===== src/rtl/mat_pkg.sv =====
// Shared definitions for the matrix-to-UART streamer: FSM state encoding and
// the width helpers the streamer and its tests derive their counters from.
package mat_pkg;

  typedef enum logic [2:0] {
    ST_IDLE    = 3'd0,
    ST_READ    = 3'd1,
    ST_LOAD    = 3'd2,
    ST_SEND    = 3'd3,
    ST_WAIT_TX = 3'd4
  } state_e;

  localparam int BYTE_W = 8;

  function automatic int bytes_of(input int data_w);
    return data_w / BYTE_W;
  endfunction

  // Counter width for an index over n values; never narrower than one bit.
  function automatic int idx_w(input int n);
    return (n > 1) ? $clog2(n) : 1;
  endfunction

endpackage


===== src/rtl/sync_edge.sv =====
// Two-flop synchroniser with optional rising-edge detection on the synchronised
// level. EDGE=0 passes the level, EDGE=1 emits a one-cycle pulse per rising edge.
module sync_edge #(
  parameter bit EDGE = 1'b0
) (
  input  logic clk,
  input  logic rst_n,
  input  logic d_i,
  output logic q_o
);

  logic meta_q;
  logic sync_q;
  logic prev_q;

  always_ff @(posedge clk or negedge rst_n) begin
    if (!rst_n) begin
      meta_q <= 1'b0;
      sync_q <= 1'b0;
      prev_q <= 1'b0;
    end else begin
      meta_q <= d_i;
      sync_q <= meta_q;
      prev_q <= sync_q;
    end
  end

  assign q_o = EDGE ? (sync_q & ~prev_q) : sync_q;

endmodule


===== src/rtl/mat_uart_streamer.sv =====
// Streams a ROWS x COLS matrix from the result memory to the UART transmitter,
// element by element, MSB byte first, in row- or column-major order.
//
// state      | meaning
// -----------+-----------------------------------------------------------
// ST_IDLE    | waiting for a start edge; outputs idle
// ST_READ    | read strobe for the current element address
// ST_LOAD    | capture read data into the byte shift register
// ST_SEND    | tx_start high until the transmitter reports busy
// ST_WAIT_TX | wait for the transmitter to finish the current byte
module mat_uart_streamer
  import mat_pkg::*;
#(
  parameter int ROWS   = 2,
  parameter int COLS   = 2,
  parameter int DATA_W = 8,
  parameter int ADDR_W = 6
) (
  input  logic                             clk,
  input  logic                             rst_n,
  input  logic                             start,
  input  logic                             col_major,
  input  logic                             abort,
  output logic                             mem_rd_en,
  output logic [ADDR_W-1:0]                mem_rd_addr,
  input  logic [DATA_W-1:0]                mem_rd_data,
  output logic                             tx_start,
  output logic [7:0]                       tx_byte,
  input  logic                             tx_busy,
  output logic                             busy,
  output logic                             done,
  output logic                             aborted,
  output logic [$clog2(ROWS*COLS+1)-1:0]   elem_cnt
);

  localparam int NELEM = ROWS * COLS;
  localparam int BYTES = bytes_of(DATA_W);
  localparam int EC_W  = $clog2(NELEM + 1);
  localparam int ROW_W = idx_w(ROWS);
  localparam int COL_W = idx_w(COLS);
  localparam int BI_W  = idx_w(BYTES);

  localparam logic [EC_W-1:0]   EC_LAST     = EC_W'(NELEM - 1);
  localparam logic [ROW_W-1:0]  ROW_LAST    = ROW_W'(ROWS - 1);
  localparam logic [BI_W-1:0]   BI_LAST     = BI_W'(BYTES - 1);
  localparam logic [ADDR_W-1:0] ADDR_STRIDE = ADDR_W'(COLS);

  state_e              state_q;
  logic [ADDR_W-1:0]   addr_q, addr_d;
  logic [ROW_W-1:0]    row_q, row_d;
  logic [COL_W-1:0]    col_q, col_d;
  logic [BI_W-1:0]     byte_q;
  logic [DATA_W-1:0]   shreg_q;
  logic [EC_W-1:0]     elem_q;
  logic                colm_q;
  logic                rd_en_q;
  logic                tx_start_q;
  logic                busy_q;
  logic                done_q;
  logic                aborted_q;

  logic                start_rise;
  logic                tx_busy_s;

  sync_edge #(.EDGE(1'b1)) u_start_sync (
    .clk   (clk),
    .rst_n (rst_n),
    .d_i   (start),
    .q_o   (start_rise)
  );

  sync_edge #(.EDGE(1'b0)) u_busy_sync (
    .clk   (clk),
    .rst_n (rst_n),
    .d_i   (tx_busy),
    .q_o   (tx_busy_s)
  );

  // Next element address. Column-major walks down a column by adding COLS and
  // restarts at the top of the next column, so no multiply is ever needed.
  always_comb begin
    addr_d = addr_q + 1'b1;
    row_d  = row_q;
    col_d  = col_q;
    if (colm_q) begin
      if (row_q == ROW_LAST) begin
        row_d  = '0;
        col_d  = col_q + 1'b1;
        addr_d = ADDR_W'(col_q) + 1'b1;
      end else begin
        row_d  = row_q + 1'b1;
        addr_d = addr_q + ADDR_STRIDE;
      end
    end
  end

  always_ff @(posedge clk or negedge rst_n) begin
    if (!rst_n) begin
      state_q    <= ST_IDLE;
      addr_q     <= '0;
      row_q      <= '0;
      col_q      <= '0;
      byte_q     <= '0;
      shreg_q    <= '0;
      elem_q     <= '0;
      colm_q     <= 1'b0;
      rd_en_q    <= 1'b0;
      tx_start_q <= 1'b0;
      busy_q     <= 1'b0;
      done_q     <= 1'b0;
      aborted_q  <= 1'b0;
    end else begin
      done_q    <= 1'b0;
      aborted_q <= 1'b0;
      if (abort && (state_q != ST_IDLE)) begin
        // A byte already taken by the transmitter finishes on its own.
        state_q    <= ST_IDLE;
        rd_en_q    <= 1'b0;
        tx_start_q <= 1'b0;
        busy_q     <= 1'b0;
        aborted_q  <= 1'b1;
      end else begin
        case (state_q)
          ST_IDLE: begin
            if (start_rise) begin
              state_q <= ST_READ;
              rd_en_q <= 1'b1;
              busy_q  <= 1'b1;
              elem_q  <= '0;
              addr_q  <= '0;
              row_q   <= '0;
              col_q   <= '0;
              colm_q  <= col_major;
            end
          end
          ST_READ: begin
            rd_en_q <= 1'b0;
            state_q <= ST_LOAD;
          end
          ST_LOAD: begin
            shreg_q    <= mem_rd_data;
            byte_q     <= '0;
            tx_start_q <= 1'b1;
            state_q    <= ST_SEND;
          end
          ST_SEND: begin
            if (tx_busy_s) begin
              tx_start_q <= 1'b0;
              state_q    <= ST_WAIT_TX;
            end
          end
          ST_WAIT_TX: begin
            if (!tx_busy_s) begin
              if (byte_q != BI_LAST) begin
                shreg_q    <= shreg_q << 8;
                byte_q     <= byte_q + 1'b1;
                tx_start_q <= 1'b1;
                state_q    <= ST_SEND;
              end else begin
                elem_q <= elem_q + 1'b1;
                if (elem_q == EC_LAST) begin
                  done_q  <= 1'b1;
                  busy_q  <= 1'b0;
                  state_q <= ST_IDLE;
                end else begin
                  addr_q  <= addr_d;
                  row_q   <= row_d;
                  col_q   <= col_d;
                  rd_en_q <= 1'b1;
                  state_q <= ST_READ;
                end
              end
            end
          end
          default: state_q <= ST_IDLE;
        endcase
      end
    end
  end

  assign mem_rd_en   = rd_en_q;
  assign mem_rd_addr = addr_q;
  assign tx_start    = tx_start_q;
  assign tx_byte     = shreg_q[DATA_W-1 -: 8];
  assign busy        = busy_q;
  assign done        = done_q;
  assign aborted     = aborted_q;
  assign elem_cnt    = elem_q;

endmodule


===== config.mk =====
export PLATFORM = sky130hd
export DESIGN_NAME = mat_uart_streamer
export DESIGN_NICKNAME = d
export VERILOG_FILES = /design/src/rtl/mat_pkg.sv /design/src/rtl/sync_edge.sv /design/src/rtl/mat_uart_streamer.sv
export SDC_FILE = /design/constraint.sdc
export NUM_CORES = 1
export LEC_CHECK = 0
export CAP_MARGIN = 40
export CORE_MARGIN = 1
export CORE_UTILIZATION = 45
export DETAILED_ROUTE_END_ITERATION = 10
export DONT_BUFFER_PORTS = 1
export PLACE_DENSITY = 0.57
export SLEW_MARGIN = 30
export SYNTH_ARGS = -nofsm -noshare
export SYNTH_HDL_FRONTEND = slang
export SYNTH_SLANG_ARGS = --single-unit

===== constraint.sdc =====
create_clock -name clk -period 2.2 [get_ports clk]
set_clock_uncertainty 0.05 [all_clocks]
set_input_delay 0.44 -clock clk [delete_from_list [all_inputs] [get_ports clk]]
set_output_delay 0.44 -clock clk [all_outputs]
set_load 0.02 [all_outputs]

# ---- Word level (Yosys, flattened, before mapping)
# Index checks and enable logic that the tools add are counted.
dict set report word_totals {
  ff_bits 34
  inputBits 14
}
dict set report classes {
  add_sub_neg 7
  n_eq_ne 19
  mux 59
  n_bitwise 3
  n_reduce_logical 19
}
# cell count
set op_table {}
lappend op_table {{6-bit 2-to-1 mux} 6}
lappend op_table {{1-bit 2-to-1 mux} 33}
lappend op_table {{3-bit 2-to-1 mux} 7}
lappend op_table {{3-bit != test, second input constant} 6}
lappend op_table {{8-bit 2-to-1 mux} 2}
lappend op_table {{8-bit case mux with 2 select lines} 1}
lappend op_table {{3-bit case mux with 5 select lines} 1}
lappend op_table {{5-bit AND reduction} 3}
lappend op_table {{2-bit != test, second input constant} 7}
lappend op_table {{6-bit case mux with 2 select lines} 1}
lappend op_table {{3-bit by 2-bit equality test with 1-bit output, second input constant} 3}
lappend op_table {{3-bit AND reduction} 3}
lappend op_table {{1-bit case mux with 2 select lines} 4}
lappend op_table {{4-bit AND reduction} 2}
lappend op_table {{8-bit AND reduction} 1}
lappend op_table {{4-bit nonzero test} 2}
lappend op_table {{7-bit AND reduction} 1}
lappend op_table {{6-bit by 1-bit adder with 6-bit output, second input constant} 1}
lappend op_table {{6-bit by 2-bit adder with 6-bit output, second input constant} 1}
lappend op_table {{1-bit case mux with 3 select lines} 2}
lappend op_table {{3-bit case mux with 2 select lines} 1}
lappend op_table {{6-bit AND reduction} 1}
lappend op_table {{3-bit nonzero test} 2}
lappend op_table {{2-bit nonzero test} 2}
lappend op_table {{other kinds (11)} 14}

# ---- Longest topological paths before layout
# Gate-level depths: netlist of the first run.
dict set report depth {
  word_depth 7
  mapped_depth 7
}

# ---- By module
# From an unflattened synthesis of the first run, not the netlist that was laid out.
dict set report hier_totals {
  hier_cells 145
  area_unflattened_um2 1596.5
}
# mod instances cells_each area_each_um2 seq_area_each_um2
set modules_own_cells {}
lappend modules_own_cells {mat_uart_streamer 1 139 1457.6 700.7}
lappend modules_own_cells {{sync_edge (u_start_sync)} 1 4 88.8 75.1}
lappend modules_own_cells {{sync_edge (u_busy_sync)} 1 2 50.0 50.0}

# ---- Least setup slack after synthesis of the first run
# Ideal clock, no wire load.
dict set report synth_timing {
  path_type {flip-flop to flip-flop}
  from {register elem_q[0] (netlist: elem_cnt[0])}
  to {register col_q}
  setup_ns 0.065
  t_arrival_ns 1.734
  setup_slack_ns 0.351
  stages_incl_launch_ff 7
  path_buffers 0
  synth_period_minus_slack_ns 1.849
  cell_sequence {dfrtp_1 > ha_1 > ha_1 > nor3_1 > a22oi_1 > or4_1 > nand2_1}
}
dict set report synth_via {
  elab_chain_len 3
}
# element line_no
set synth_rtl {}
lappend synth_rtl {{from (decl)} mat_uart_streamer.sv:54} ;# logic [EC_W-1:0] elem_q;
lappend synth_rtl {{from (signal assigned)} mat_uart_streamer.sv:160} ;# elem_q <= elem_q + 1'b1;
lappend synth_rtl {{3-bit by 2-bit equality test with 1-bit output} mat_uart_streamer.sv:161} ;# if (elem_q == EC_LAST) begin
lappend synth_rtl {{2-bit != test (no source line)} --}
lappend synth_rtl {{8-bit AND reduction (no source line)} --}
lappend synth_rtl {{to (signal assigned)} mat_uart_streamer.sv:168} ;# col_q <= col_d;
lappend synth_rtl {{to (decl)} mat_uart_streamer.sv:51} ;# logic [COL_W-1:0] col_q, col_d;
# No other way between the ends.
# A chain may end at the register's enable or synchronous reset.

# ---- Worst setup path in the final report of the first run
dict set report layout_timing {
  from {register elem_q[1] (netlist: elem_cnt[1])}
  to {register col_q}
}
# The elaborated chain is that of the path after synthesis.

==> impl_metrics.toml, run 1 <==
[final_layout]
fin_area_sq_mm = 0.00176
fin_nets = 172
antenna_cells = 0
post-route-util_pct = 52.2
drive_above_1_share_pct = 16.2
area_growth_pct = 10.6
instances_no_fill = 200

[worst_setup_path]
crit_chain = "ha_1, ha_1, nor3_1, a22oi_1, or4_1, nand2_1"
r2r_slack_ps = 210
critical_path_buf_inv_count = 0
required_ps = 2430
crit_path_start_kind = "flip-flop"
rr_worst_depth = 6
crit_path_end_kind = "flip-flop"
path_common_cell = "ha_1"
slowest_stage = "or4_1"
crit_type = "reg2reg"
crit_family = "simple AND/OR/NAND/NOR gates"
arrival_ps = 2220
critical_path.max_fanout = 3
r2r_start = "elem_cnt[1]"
r2r_end = "col_q"
cp_slowest_stage_delay_ps = 490

[timing]
slew_violations = 0
worst_pin_slew_ps = 570
setup_slack_ps = 211
min_period_over_period_pct = 90.4
rsz0062_at_grt = "no"
hold_slack_ps = 79.0
max_freq_ghz = 0.503
finalSetupViolCount = 0
hold_violations = 0
maxSlewHeadroom_pct = 61.7
fin_setup_tns_ps = 0
fin_crit_ps = 1990

[logic_synthesis]
avgSynthCellArea_sq_um = 10.9
yosys.area.top_type = "dfrtp_1"
synth-seq-area-share_pct = 52.0
synth_commonest_cells = "dfrtp_1 (33), nand2_1 (14), o21ai_0 (13), mux2_2 (9), nor2_1 (7)"
synthCells = 146
syn-num-nets = 165
yosys_warnings = 0
ys_seq_elements = 33
synth_ff_type = "dfrtp_1"
synth_top_cell_area_share_pct = 52.0
syn_area_sq_mm = 0.00159
synth.most_common_cell = "dfrtp_1"
synth_edf_count = 0
synth.area.top_cells = "dfrtp_1 (52%), mux2_2 (6.4%), o21ai_0 (4.1%)"
synthDistinctLibCells = 40
synthArstFlopShare_pct = 100

[cts]
cts-root-buf = "clkbuf_4"
cts_max_path_buffers = 2
clock_latency_ps = 330
htree_levels = 2
cts_tree = "yes"
clk_pin_slew_ps = 120
cts_resized = 0
numClockSinks = 33
cts_buffers = 5

[run_status]
status = "complete, no violations"

[power]
vdd_drop_max_mv = 0.630
p_leak_nw = 0.762
p_int_mw = 1.14
p_total_mw = 1.73
p_switching_uw = 590
seqPwrFrac_pct = 56.9
p_per_area_mw_per_mm2 = 984
pwr-share-clk_pct = 27.8
p_comb_share_pct = 15.3
switching_share_pct = 34.1

[floorplanning]
dieArea_sq_mm = 0.00377
rows = 21
die_w_um = 61.4
die_height_um = 61.4
core_sq_mm = 0.00336
initial_core_util_pct = 47.2
io_pins = 36

[worst_hold_path]
worst_hold_path_type = "in2reg"
whs_endpoint = "u_start_sync.meta_q"
hp-start = "start"
holdPathStages = 0

[route]
ant_nets = 0
drt-pass1-iter-count = 4
drc = 0
num_vias = 1109
routed_via_density = 5.55
wl_per_cell_um = 15.0
wirelength_um = 3000
drt_iter0_markers = 72

[place]
place_congestion = 0.834
pre_cts_slack_ps = 207
hpwl_um = 2070
place_inst = 190
placed_cell_area_sq_mm = 0.00164
io_buffers = 0

[global_route]
grt_max_degree = 34
grt_pass1_vias = 1077
track_usage_pct = 18.0
grt-ovfl-total = 0
antenna_found_initial = 0
grt_pass1_wl_um = 4820

[flow_run]
max_cap_viol_count = 0
layout by cell type (no fill, tap or decap), types with 3 or more instances in the layout:
cell type	synthesis	final
nor3_1	4	4
nor3b_1	3	3
dfrtp_1	33	33
inv_1	4	4
ha_1	5	5
nand2_1	14	14
nand2b_1	3	3
nor2b_1	5	5
nand3_1	3	3
o31ai_1	5	5
buf_4	0	3
mux2_2	9	9
o21ai_0	13	13
a21oi_1	5	5
nor2_1	7	7
clkbuf_4	0	5
kinds of logic after synthesis:
family / Yosys count / synth area share [%]
and+or+nand+nor: 51 / 18.6
xor gates and xnor gates: 3 / 1.66
buffers and inverters: 9 / 2.84
DFF: 33 / 52.0
muxes: 10 / 7.01
AOI/OAI and AO/OA: 35 / 13.9
adders and majority gates: 5 / 3.94
flip-flops by register name, indices dropped and copies added, names as in the netlist, 3 cells and up:
register / count
state_q: 3
elem_cnt: 3
tx_byte: 8
mem_rd_addr: 6
worst reg2reg max path: stages (launching register included):
cell and delay, ps:
dfrtp_1 480, ha_1 240, ha_1 220, nor3_1 280, a22oi_1 120, or4_1 490
nand2_1 70
final cells by class:
| cell class | instances | area (sq um) |
|---|---|---|
| clock inverters | 2 | 37.5 |
| fillers | 325 | 1610 |
| clock buffers | 6 | 51.3 |
| inverters | 4 | 15.0 |
| well taps | 46 | 57.6 |
| flip-flops and latches | 33 | 826 |
| multi-input cells | 104 | 717 |
| repair buffers | 5 | 52.6 |
worst max-delay path by stage:
stage           startpoint     to  slack (ps)  cells after the start
4_1_cts        elem_cnt[1]  col_q         190                      6
3_5_place_dp   elem_cnt[1]  col_q         210                      6
3_3_place_gp   elem_cnt[1]  col_q         270                      6
2_1_floorplan  elem_cnt[0]  col_q         350                      6
5_1_grt        elem_cnt[1]  col_q         100                      6
6_report       elem_cnt[1]  col_q         210                      6
layer usage:
metal | routed length, um | vias up | global-route usage (%)
met5 | 0 | - | 0
met2 | 1370 | 28 | 26.1
met3 | 181 | 2 | 7.14
met4 | 16 | 0 | 7.30
li1 | - | 538 | -
met1 | 1430 | 541 | 24.2
timing repair:
action / 4_1_cts / 5_1_grt
hold endpoints to repair: 33 / 0
hold buffers: 2 / 0
setup buffers: 0 / 0
power groups by stage:
stage	Combinational, mW	Clock (mW)	Sequential (mW)
CTS	0.269	0.496	0.984
global placement	0.243	0	0.994
detailed placement	0.249	0	0.993
global route	0.297	0.522	1.01
finish	0.264	0.481	0.984
floorplan	0.251	0	0.937
Power figures use the tool's default switching activity.
==> inputs of run 2 (changes only) <==
--- a/config.mk
+++ b/config.mk
@@ -5,12 +5,13 @@
 export SDC_FILE = /design/constraint.sdc
 export NUM_CORES = 1
 export LEC_CHECK = 0
+export ABC_AREA = 1
 export CAP_MARGIN = 40
 export CORE_MARGIN = 1
-export CORE_UTILIZATION = 45
+export CORE_UTILIZATION = 62
 export DETAILED_ROUTE_END_ITERATION = 10
 export DONT_BUFFER_PORTS = 1
-export PLACE_DENSITY = 0.57
+export PLACE_DENSITY = 0.75
 export SLEW_MARGIN = 30
 export SYNTH_ARGS = -nofsm -noshare
 export SYNTH_HDL_FRONTEND = slang
==> run 2 against run 1 <==
  * Setup slack improved by 230 ps
  * Core utilization rose by 21 points
  * Synthesized cell count rose by 42%
  * Routed wire length rose by 11%
  * Highest routed layer unchanged
  * Largest cell class unchanged
  * Sequential share of layout area fell by 2.0 points
  * Power rose by 33%
  * Register-to-register slack improved by 230 ps
==> impl_metrics.toml, run 2 <==
[floorplanning]
rows = 18
initial_core_util_pct = 67.1
core_sq_mm = 0.00252
io_pins = 36
dieArea_sq_mm = 0.00294
die_w_um = 54.3
die_height_um = 54.3

[route]
wl_per_cell_um = 13.5
wirelength_um = 3310
routed_via_density = 5.60
drt_iter0_markers = 51
num_vias = 1372
ant_nets = 0
drt-pass1-iter-count = 4
drc = 0

[logic_synthesis]
synth.area.top_cells = "dfrtp_1 (49%), nand2_1 (14%), nand3_1 (7.4%)"
syn_area_sq_mm = 0.00169
yosys.area.top_type = "dfrtp_1"
syn-num-nets = 226
synth_top_cell_area_share_pct = 48.8
avgSynthCellArea_sq_um = 8.18
synth-seq-area-share_pct = 48.8
yosys_warnings = 0
synth_ff_type = "dfrtp_1"
synth.most_common_cell = "nand2_1"
synthDistinctLibCells = 22
synthArstFlopShare_pct = 100
synth_edf_count = 0
synth_commonest_cells = "nand2_1 (65), dfrtp_1 (33), nand3_1 (25), o21ai_0 (18)"
synthCells = 207
ys_seq_elements = 33

[worst_setup_path]
crit_path_start_kind = "flip-flop"
r2r_slack_ps = 440
critical_path_buf_inv_count = 0
crit_path_end_kind = "flip-flop"
arrival_ps = 1990
crit_type = "reg2reg"
crit_chain = "ha_1, ha_1, nand3_1, nand4_4, nor2_2, nand2_1, nand2_1"
required_ps = 2440
critical_path.max_fanout = 8
cp_slowest_stage_delay_ps = 490
slowest_stage = "dfrtp_1"
crit_family = "simple AND/OR/NAND/NOR gates"

[power]
p_per_area_mw_per_mm2 = 1250
p_leak_nw = 0.950
vdd_drop_max_mv = 0.956

[final_layout]
fin_nets = 233
post-route-util_pct = 72.8
drive_above_1_share_pct = 10.2
antenna_cells = 0
layout_commonest_cell = "nand2_1"
area_growth_pct = 8.50
largest_register_ffs = 8
final_cell_mix = "nand2_1 (65), dfrtp_1 (33), nand3_1 (25)"

[timing]
slew_violations = 0
maxSlewHeadroom_pct = 71.6
fin_crit_ps = 1760
worst_pin_slew_ps = 425
min_period_over_period_pct = 79.8
max_freq_ghz = 0.570
fin_setup_tns_ps = 0
rsz0062_at_grt = "no"
hold_violations = 0
finalSetupViolCount = 0

[global_route]
grt_pass1_vias = 1185
grt_max_degree = 34
grt_pass1_wl_um = 5040
track_usage_pct = 25.2
grt-busiest-layer = "met2"
met1_usage_pct = 31.1
antenna_found_initial = 0
grt-ovfl-total = 0
met3_usage_pct = 9.44
met2_usage_pct = 39.6

[cts]
clk_pin_slew_ps = 100
cts_resized = 0
cts_tree = "yes"
clock_latency_ps = 340
htree_levels = 2
cts_max_path_buffers = 2
numClockSinks = 33
cts_buffers = 5
cts-root-buf = "clkbuf_4"

[run_status]
status = "complete, no violations"

[flow_run]
max_cap_viol_count = 0

[worst_hold_path]
worst_hold_path_type = "in2reg"

[place]
io_buffers = 0
place_congestion = 0.922
hpwl_um = 2400
==> run 2: final cells by class <==
class,instances,area [sq um]
Sequential cell,33,826
Multi-Input combinational cell,155,791
Fill cell,194,686
Inverter,17,63.8
Clock buffer,6,51.3
Clock inverter,2,37.5
Tap cell,30,37.5
Timing Repair Buffer,2,30.0
==> run 2: timing repair <==
item | CTS | global route
endpoints found under the hold margin | 33 | 0
setup endpoints to repair | 0 | 0
buffers inserted | 0 | 0
hold buffers | 2 | 0
==> run 2: worst paths after layout <==
kind	startpoint	to	cells after the start
max	elem_cnt[0]	mem_rd_addr[3]	7
min	start	u_start_sync.meta_q	0
max reg2reg	elem_cnt[0]	mem_rd_addr[3]	7
min reg2reg	u_busy_sync.meta_q	u_busy_sync.q_o	0
max in group asynchronous	rst_n	mem_rd_addr[2]	2
min in group asynchronous	rst_n	mem_rd_addr[5]	2
==> run 2: cell families after synthesis <==
logic type	synth area share (%)
AO/OA/AOI/OAI	8.87
XOR/XNOR	0.517
adder cells (fa/ha/maj)	3.70
buffers and inverters	4.51
flip-flops	48.8
AND/OR/NAND/NOR	33.6
==> run 2: metrics by stage <==
stage          std cells  instance area (sq um)  hold WS [ps]  setup WS (ps)  power, mW
2_1_floorplan        207                   1690          94.4            651       1.66
6_report             245                   1840          63.5            445       2.29
3_5_place_dp         235                   1720          95.0            471       1.81
3_3_place_gp         235                   1720          95.0            566       1.78
5_1_grt              245                   1840          39.2            322       2.46
4_1_cts              245                   1840          49.0            441       2.31
==> run 2: where the power goes <==
| group | internal (mW) | total [mW] | switching (mW) |
|---|---|---|---|
| registers | 0.758 | 1.04 | 0.284 |
| logic | 0.255 | 0.771 | 0.517 |
| clock network | 0.270 | 0.481 | 0.211 |
==> run 2: per-layer routing <==
metal | vias to the layer above | part of all wire [%]
li1 | 697 | -
met3 | 6 | 6.4
met5 | - | 0
met2 | 46 | 47
met1 | 623 | 45
met4 | 0 | 1.7
==> inputs of run 3 (changes only) <==
==> constraint.sdc (replaced) <==
create_clock -name clk -period 1.8 [get_ports clk]
set_clock_uncertainty 0.05 [all_clocks]
set_input_delay 0.36 -clock clk [delete_from_list [all_inputs] [get_ports clk]]
set_output_delay 0.36 -clock clk [all_outputs]
set_load 0.02 [all_outputs]
==> run 3 against run 2 <==
  * Worst hold slack better by 33 ps
  * First-iteration DRC count fell by 51%
  * Cell count up 3.3%
  * Core utilization is 2.6 points higher
  * Global-route usage rose by 1.6 points
  * Count of clock-buffer cells in the layout is the same
  * Die area unchanged
  * Critical path depth is 1 higher
  * Power is 24% higher
  * Setup slack worse by 280 ps
  * Non-clock buffer count up 8
  * Sequential share of layout area is 1.5 points lower
==> impl_metrics.toml, run 3 (synthesis results as in run 2) <==
[cts]
cts_tree = "yes"
post_cts_buffers = 0
numClockSinks = 33
clk_pin_slew_ps = 110
htree_levels = 2
cts_buffers = 5
cts_max_path_buffers = 2
cts_resized = 0
cts-root-buf = "clkbuf_4"
clock_latency_ps = 340
hold_buffers = 4

[global_route]
track_usage_pct = 26.8
grt-ovfl-total = 0
grt_max_degree = 34
grt_pass1_wl_um = 5310
grt_pass1_vias = 1237
antenna_found_initial = 0

[floorplanning]
io_pins = 36
core_sq_mm = 0.00252
dieArea_sq_mm = 0.00294
rows = 18
die_w_um = 54.3
initial_core_util_pct = 67.1
die_height_um = 54.3

[final_layout]
fin_nets = 241
largest_register_ffs = 8
drive_above_1_share_pct = 12.6
antenna_cells = 0
area_growth_pct = 12.3
instances_no_fill = 253
layout_commonest_cell = "nand2_1"
final_cell_mix = "nand2_1 (65), dfrtp_1 (33), nand3_1 (25)"

[worst_setup_path]
crit_path_start_kind = "flip-flop"
required_ps = 2000
crit_type = "reg2reg"
r2r_start = "state_q[0]"
cp-startpoint = "state_q[0]"
critical_path.max_fanout = 17
arrival_ps = 1840
crit_path_end_kind = "flip-flop"

[place]
place_congestion = 0.808
place_inst = 241
io_buffers = 0
hpwl_um = 2520

[timing]
worst_pin_slew_ps = 394
max_freq_ghz = 0.610
fin_crit_ps = 1640
hold_violations = 0
rsz0062_at_grt = "no"
finalSetupViolCount = 0
fin_setup_tns_ps = 0
maxSlewHeadroom_pct = 73.7
min_period_over_period_pct = 91.1
slew_violations = 0

[route]
drt_iter0_markers = 25
drt-pass1-iter-count = 4
wl_per_cell_um = 14.0
wirelength_um = 3530
num_vias = 1432
routed_via_density = 5.66
ant_nets = 0
drc = 0

[worst_hold_path]
worst_hold_path_type = "in2reg"
hp-start = "mem_rd_data[6]"

[power]
p_per_area_mw_per_mm2 = 1500
vdd_drop_max_mv = 1.20
p_leak_nw = 0.990

[flow_run]
max_cap_viol_count = 0

[run_status]
status = "complete, no violations"
run 3: final cells by class:
cell class	instances	area, sq um
flip-flops and latches	33	826
multi-input cells	155	791
fillers	195	621
repair buffers	10	95.1
inverters	17	63.8
clock buffers	6	51.3
clock inverters	2	37.5
well taps	30	37.5
run 3: power breakdown:
group	switching, mW	internal [mW]	total, mW
registers	0.318	0.927	1.24
clock network	0.262	0.330	0.592
logic	0.676	0.344	1.02
run 3: path summary, 6_finish.rpt:
path	end	slack [ps]	cells past startpoint
min in group asynchronous	mem_rd_addr[5]	400	2
setup reg to reg	mem_rd_addr[0]	160	8
setup / recovery	mem_rd_addr[0]	160	8
max in group asynchronous	u_start_sync.meta_q	1130	2
hold / removal	tx_byte[6]	100	2
hold reg to reg	u_start_sync.sync_q	310	0
run 3: worst max-delay path, cell delays in order, from the launching register on:
cell     delay, ps
dfrtp_1        440
nor2_4         280
nand2_2        100
nand2_4        200
nand2_4         80
nor2_4         150
nand2_1        110
nand2_1         70
o21ai_1         60
run 3: per-stage QoR:
step | power, mW | worst slack [ps] | hold WS, ps | utilization [%] | instance area [sq um]
final | 2.86 | 161 | 96.9 | 75.4 | 1900
after detailed placement | 2.25 | 198 | 15.0 | 69.9 | 1760
after global routing | 3.06 | 59.3 | 83.5 | 75.4 | 1900
after global placement | 2.21 | 228 | 15.0 | 69.9 | 1760
after CTS | 2.87 | 165 | 88.1 | 75.4 | 1900
after floorplan | 2.03 | 251 | 14.4 | - | 1690
run 3: routing by layer:
| metal | vias to the layer above | track usage, % | wire length [um] |
|---|---|---|---|
| met3 | 5 | 9.72 | 182 |
| met5 | - | 0 | 0 |
| li1 | 711 | - | - |
| met1 | 671 | 32.0 | 1540 |
| met2 | 45 | 44.5 | 1750 |
| met4 | 0 | 8.97 | 55 |
